**src/rtl/regfile_pkg.sv**
```systemverilog
// Shared types and sizing helpers for the parametrised register file.
package regfile_pkg;

   typedef enum logic {
      IDLE  = 1'b0,
      CLEAR = 1'b1
   } state_e;

   // Address width for a given entry count; never narrower than one bit.
   function automatic int unsigned addr_w(input int unsigned depth);
      return (depth > 1) ? $clog2(depth) : 1;
   endfunction

endpackage

```
**src/rtl/register_en_n.sv**
```systemverilog
// Single register-file entry: synchronous active-high reset with load enable.
module register_en_n #(
   parameter int unsigned WIDTH = 1
) (
   input  logic             clk,
   input  logic             rst,
   input  logic             en,
   input  logic [WIDTH-1:0] d,
   output logic [WIDTH-1:0] q
);

   always_ff @(posedge clk) begin
      if (rst) begin
         q <= '0;
      end else if (en) begin
         q <= d;
      end
   end

endmodule

```
**src/rtl/register_file_param.sv**
```systemverilog
// Parametrised register file: two combinational read ports, one write port,
// optional bypass and zero register, plus a one-entry-per-cycle clear engine.
module register_file_param
   import regfile_pkg::*;
#(
   parameter int unsigned WIDTH    = 4,
   parameter int unsigned DEPTH    = 4,
   parameter bit          ZERO_REG = 1'b0,
   parameter bit          BYPASS   = 1'b1,
   localparam int unsigned ADDR_W  = addr_w(DEPTH)
) (
   input  logic              i_clk,
   input  logic              i_rst,
   input  logic [ADDR_W-1:0] i_reg_read_0,
   input  logic [ADDR_W-1:0] i_reg_read_1,
   input  logic [ADDR_W-1:0] i_reg_write,
   input  logic [WIDTH-1:0]  i_port_write,
   input  logic              i_write_enable,
   input  logic              i_clear,
   output logic [WIDTH-1:0]  o_port_read_0,
   output logic [WIDTH-1:0]  o_port_read_1,
   output logic              o_busy,
   output logic              o_clear_done
);

   localparam logic [ADDR_W-1:0] LAST_IDX = ADDR_W'(DEPTH - 1);

   state_e            state, state_nxt;
   logic [ADDR_W-1:0] idx, idx_nxt;
   logic              busy_nxt, done_nxt;

   logic              in_clear;
   logic              write_ok;
   logic [DEPTH-1:0]  wr_dec, clr_dec, wr_mask;
   logic [WIDTH-1:0]  entry_d;
   logic [WIDTH-1:0]  mem [DEPTH];

   // Clear FSM state, sweep index and status flags.
   always_ff @(posedge i_clk) begin
      if (i_rst) begin
         state        <= IDLE;
         idx          <= '0;
         o_busy       <= 1'b0;
         o_clear_done <= 1'b0;
      end else begin
         state        <= state_nxt;
         idx          <= idx_nxt;
         o_busy       <= busy_nxt;
         o_clear_done <= done_nxt;
      end
   end

   always_comb begin
      state_nxt = state;
      idx_nxt   = idx;
      done_nxt  = 1'b0;
      case (state)
         IDLE: begin
            if (i_clear) begin
               state_nxt = CLEAR;
               idx_nxt   = '0;
            end
         end
         CLEAR: begin
            idx_nxt = idx + ADDR_W'(1);
            if (idx == LAST_IDX) begin
               state_nxt = IDLE;
               done_nxt  = 1'b1;
            end
         end
         default: state_nxt = IDLE;
      endcase
      busy_nxt = (state_nxt == CLEAR);
   end

   // Writes are refused for the whole sweep; o_busy mirrors the CLEAR state.
   assign in_clear = (state == CLEAR);
   assign write_ok = i_write_enable & ~o_busy;
   assign wr_dec   = DEPTH'(1) << i_reg_write;
   assign clr_dec  = DEPTH'(1) << idx;
   assign wr_mask  = ZERO_REG ? (wr_dec & ~DEPTH'(1)) : wr_dec;
   assign entry_d  = in_clear ? '0 : i_port_write;

   for (genvar g = 0; g < DEPTH; g++) begin : g_entry
      logic en;
      assign en = (in_clear & clr_dec[g]) | (write_ok & wr_mask[g]);

      register_en_n #(.WIDTH(WIDTH)) u_reg (
         .clk (i_clk),
         .rst (i_rst),
         .en  (en),
         .d   (entry_d),
         .q   (mem[g])
      );
   end

   // Read muxes; zero register takes priority over bypass.
   always_comb begin
      o_port_read_0 = mem[i_reg_read_0];
      if (BYPASS && write_ok && (i_reg_read_0 == i_reg_write)) begin
         o_port_read_0 = i_port_write;
      end
      if (ZERO_REG && (i_reg_read_0 == '0)) begin
         o_port_read_0 = '0;
      end
   end

   always_comb begin
      o_port_read_1 = mem[i_reg_read_1];
      if (BYPASS && write_ok && (i_reg_read_1 == i_reg_write)) begin
         o_port_read_1 = i_port_write;
      end
      if (ZERO_REG && (i_reg_read_1 == '0)) begin
         o_port_read_1 = '0;
      end
   end

endmodule

```
**config.mk**
```make
export PLATFORM = sky130hd
export DESIGN_NAME = register_file_param
export DESIGN_NICKNAME = d
export VERILOG_FILES = /design/src/rtl/regfile_pkg.sv /design/src/rtl/register_en_n.sv /design/src/rtl/register_file_param.sv
export SDC_FILE = /design/constraint.sdc
export NUM_CORES = 1
export LEC_CHECK = 0
export ABC_AREA = 1
export CORE_MARGIN = 10
export CORE_UTILIZATION = 29
export DETAILED_ROUTE_END_ITERATION = 8
export GPL_ROUTABILITY_DRIVEN = 0
export PLACE_DENSITY_LB_ADDON = 0.12
export SETUP_SLACK_MARGIN = 0.5
export SLEW_MARGIN = 20
export SYNTH_ARGS = -nofsm -noshare
export SYNTH_HDL_FRONTEND = slang
export SYNTH_SLANG_ARGS = --single-unit
```
**constraint.sdc**
```tcl
create_clock -name i_clk -period 1.6 [get_ports i_clk]
set_input_delay 0.4 -clock i_clk [delete_from_list [all_inputs] [get_ports i_clk]]
set_output_delay 0.4 -clock i_clk [all_outputs]
set_load 0.02 [all_outputs]
```
# After elaboration in Yosys (flattened, before gate mapping)
# Cells that the tools add are included.
[op_classes]
shifts = 2
addsub = 1
mux = 15
magnitude_cmp = 2
reduce_logical = 3
eq_ne = 4
bitwise_logic = 16
[ops]
columns = ["cell", "n"]
rows = [
  ["4-bit two-way mux", 7],
  ["4-bit binary-select mux with 2-bit select", 2],
  ["1-bit bitwise AND", 9],
  ["1-bit by 2-bit << shifter with 4-bit output, first input constant", 2],
  ["3-bit greater-or-equal comparator, second input constant", 2],
  ["2-bit NOT with 3-bit output", 2],
  ["2-bit == test", 2],
  ["1-bit bitwise OR", 4],
  ["2-bit one-hot mux with 2 select lines", 1],
  ["1-bit two-way mux", 3],
  ["2-bit by 1-bit adder with 2-bit output, second input constant", 1],
  ["2-bit == test, second input constant", 1],
  ["1-bit logical AND", 2],
  ["2-bit two-way mux", 1],
  ["2-bit != test, second input constant", 1],
  ["1-bit one-hot mux with 2 select lines", 1],
  ["2-bit OR reduction", 1],
  ["1-bit NOT", 1],
]
[word_totals]
out_inout_bits = 10
register_bits = 20
wordCells = 50
in_bits = 14

# Logic depth before layout (Yosys ltp)
[logic_depth]
ltp_word = 5
depth_mapped = 8
ltp_nobuf = 7

# Modules after synthesis
# A second synthesis with hierarchy kept.
[unflattened]
hier_cells = 260
hier_area_um2 = 1500.2
[modules_own_cells]
columns = ["module", "cells_each", "seq_area_each_um2", "area_per_inst_um2", "n_inst"]
rows = [
  ["register_file_param", 156, 80.1, 809.5, 1],
  ["register_en_n", 26, 80.1, 172.7, 4],
]

# Least setup slack after synthesis
# No wires, ideal clock.
[synth_path]
path_type = "flip-flop to output port"
startpoint = "reg, netlist name in_clear"
endpoint = "out o_port_read_0[0]"
path_stages_with_launch = 8
slack_ps = 61
arrival_time_ps = 1139
n_path_buf = 1
t_required_ps = 1200
cell_sequence = "dfxtp_1 > buf_6 > inv_1 > nand2_1 > nor2_4 > nand3_2 > nand2_1 > nand2_1"
[synth_lines]
columns = ["item", "line", "rtl"]
rows = [
  ["end, declared", "register_file_param.sv:20", "output logic [WIDTH-1:0] o_port_read_0,"],
]

# Final worst setup path
[layout_path]
startpoint = "in i_reg_read_0[1]"
endpoint = "out o_port_read_0[3]"
[layout_via]
elab_chain_len = 5
elab_cells_between_ends = 7
cone_classes = "eq/ne (1); mux (4); bitwise (1); reduce/logical (1)"
[layout_lines]
columns = ["item", "line", "rtl"]
rows = [
  ["start, declared", "register_file_param.sv:14", "input logic [ADDR_W-1:0] i_reg_read_0,"],
  ["2-bit NOT with 3-bit output (not written as such)", "register_file_param.sv:99", "o_port_read_0 = mem[i_reg_read_0];"],
  ["4-bit binary-select mux with 2-bit select", "register_file_param.sv:99", ""],
  ["4-bit two-way mux (not written as such) (2 in series)", "register_file_param.sv:99", ""],
  ["4-bit two-way mux (*)", "register_file_param.sv:100", "if (BYPASS && write_ok && (i_reg_read_0 == i_reg_write)) begin"],
]
# Every way passes the cells marked *; elsewhere a longest branch is shown, timed or not. The select of a mux whose other input is x is not followed.

==> results.py <==
metrics = {
    "status": {
        "status": "finished, violations left",
        "violations": "negative setup slack",
    },
    "flow_run": {
        "maxCapViolCount": 0,
    },
    "synth": {
        "synth_cell_types": 20,
        "ys_warn_count": 0,
        "synth-main-ff-cell": "dfxtp_1",
        "avgSynthCellArea_um2": 6.086,
        "ys_ff_latch": 20,
        "synth_edf_count": 0,
        "synth.area.top_cells": "dfxtp_1, nand2_1, nand3_1",
        "synth_cells": 221,
        "yosysSeqAreaShare": 0.2977,
        "synth-async-reset-ratio": 0,
        "synth_top_area_frac": 0.2977,
        "yosysTopAreaCell": "dfxtp_1",
        "synth_area_um2": 1345,
        "syn_nets": 239,
    },
    "min_path": {
        "hold_depth": 2,
        "hold_path.class": "reg2reg",
    },
    "finish": {
        "design_area_um2": 2290,
        "antennaDiodeCount": 0,
        "drive_gt1_frac": 0.4783,
        "nNetsFinal": 295,
        "final_cells": 328,
        "area_delta_synth_final_pct": 70.23,
    },
    "timing": {
        "finalCritPeriodShare": 1.059,
        "timing.fmax_ghz": 0.5904,
        "setup_viol": 8,
        "relSlewSlack": 0.7916,
        "slew_violations": 0,
        "worstMarginPinSlew_ns": 0.3122,
        "rsz0062_at_grt": "yes",
        "finalWorstSetupSlack_ns": -0.09363,
        "hold_viol": 0,
        "fin_crit_ns": 1.694,
        "setup_tns_ns": -0.5074,
        "skew_ns": 0.003829,
    },
    "clock_network": {
        "numCtsBuffers": 3,
        "ctsHoldBuffers": 0,
        "cts_root_buf": "clkbuf_8",
        "clkTransAtPathRegs_ns": 0.07,
        "cts_tree": "done",
        "clockBufferDepth": 2,
        "cts.sinks": 20,
        "clk_latency_ns": 0.27,
        "htreeDepth": 1,
    },
    "die": {
        "start_util": 0.3047,
        "core_area_um2": 4414,
        "die_width_um": 88.11,
        "die_h_um": 88.11,
        "rows": 24,
        "io_pins": 24,
        "die_area_um2": 7762,
    },
    "placement": {
        "dp_cells": 318,
        "io_buffers": 23,
        "dpl_cell_area_um2": 1881,
        "detailed_place_hpwl_um": 3446,
    },
    "setup_path": {
        "crit_required_ns": 1.20,
        "startpoint_type": "primary input",
        "critical_path.max_fanout": 5,
        "cp-end-kind": "primary output",
        "worstRegToRegCells": 7,
        "arrival_ns": 1.29,
        "critPathKind": "in2out",
    },
    "global_route": {
        "grt_pass1_vias": 1631,
        "antenna_found_initial": 0,
        "track_usage": 0.1236,
        "grt_start_max_net_pins": 21,
        "grt_first_pass_wirelength_um": 7790,
        "globalRouteOverflowTotal": 0,
    },
    "routing": {
        "drt-total-wl_um": 4653,
        "ant_nets": 0,
        "drtIter0Drc": 90,
        "vias": 1641,
        "route.detailed.drc": 0,
        "wl_per_cell_um": 14.19,
        "dr.pass1.iters": 4,
        "viasPerCell": 5.003,
    },
    "power": {
        "powerDensity_nw_per_um2": 616.1,
        "power.leakage_nw": 1.025,
        "ir_drop_mv": 0.4715,
    },
}
per-stage QoR:
stage | total power [mW] | hold WS (ns) | setup slack (ns) | util
2_1_floorplan | 0.7541 | 0.4579 | 0.1653 | -
5_1_grt | 1.487 | 0.4925 | -0.1654 | 0.5187
3_3_place_gp | 0.9306 | 0.4707 | -1.011 | 0.4260
4_1_cts | 1.365 | 0.4837 | -0.1418 | 0.4595
3_5_place_dp | 0.9291 | 0.4736 | -1.005 | 0.4260
6_report | 1.411 | 0.4780 | -0.09363 | 0.5187
synthesized netlist by cell type (3+ instances only):
master	instances
a21oi_1	17
dfxtp_1	20
ha_1	4
inv_1	24
inv_2	3
nand2_1	75
nand3_1	52
nand4_1	4
nor2_1	6
sequential cells by signal (all words and copies together), names as in the netlist:
register / flops
g_entry.u_reg.q: 16
idx: 2
in_clear: 1
o_clear_done: 1
path summary, 6_finish.rpt:
kind / startpoint / slack [ns] / to
worst max-delay path: i_reg_read_0[1] / -0.09 / o_port_read_0[3]
worst min-delay path: g_entry[0].u_reg.q[1] / 0.48 / g_entry[0].u_reg.q[1]
worst max register to register: in_clear / 0.32 / g_entry[3].u_reg.q[0]
worst min register to register: g_entry[0].u_reg.q[1] / 0.48 / g_entry[0].u_reg.q[1]
report_power, final:
group          total, mW  leakage (nW)  switching, mW  internal, mW
Clock              0.399        0.0288          0.179         0.220
Combinational      0.487         0.833          0.270         0.217
Sequential         0.525         0.164         0.0114         0.513
Total               1.41          1.03          0.461         0.950
layout by cell type, fill, tap and decap left out:
cell type / n
dfxtp_1: 18
nor3b_4: 1
nand3_2: 17
nand2_1: 48
inv_8: 1
inv_2: 4
nand2_4: 6
nor2_1: 3
a21oi_2: 14
a21oi_1: 3
nor2_4: 5
dfxtp_2: 1
nand4_1: 4
nand3_4: 1
buf_12: 2
inv_4: 1
dfxtp_4: 1
clkdlybuf4s50_1: 2
buf_2: 2
a211oi_1: 1
xnor2_4: 1
inv_6: 1
nand3_1: 35
ha_1: 4
nand2_8: 1
clkbuf_8: 4
nor2_2: 2
clkbuf_4: 1
nand2_2: 21
clkdlybuf4s15_2: 1
buf_6: 16
dlygate4sd2_1: 6
buf_8: 1
inv_1: 20
buf_4: 27
cell families (layout without fill, tap and decap cells):
| family | after synthesis | count (layout) | synth area share |
|---|---|---|---|
| and+or+nand+nor | 144 | 144 | 0.4819 |
| buffers and inverters | 34 | 89 | 0.1079 |
| DFF | 20 | 20 | 0.2977 |
| AOI/OAI and AO/OA | 18 | 18 | 0.06884 |
| xor gates and xnor gates | 1 | 1 | 0.006513 |
| adders and majority gates | 4 | 4 | 0.03721 |
cell type report:
cell class                 instances  area, um2
timing repair buffer              58      539.3
multi-input combinational        167       1109
inverter                          27      116.4
tap                               52      65.06
sequential                        20      405.4
fill                             449       2125
clock buffer                       4      55.05
routing by layer:
layer  global-route usage  share of wire  vias up
met1               0.1525           0.42      756
met5                    0              0        -
li1                     -              -      832
met2               0.2004           0.49       42
met3              0.01950          0.056       11
met4              0.06705          0.029        0
worst max-delay path, cell delays in order:
cell	delay [ns]
dlygate4sd2_1	0.27
inv_2	0.06
nand2_1	0.06
nand2_2	0.12
nand3_4	0.12
nand2_2	0.09
nand2_2	0.05
buf_6	0.12
repair_timing:
item / CTS / global route
pin swaps: 12 / 28
gates cloned: 2 / 0
gates resized for setup: 105 / 63
setup buffers: 2 / 2
setup endpoints to repair: 26 / 26
(Power assumes the default switching activity.)
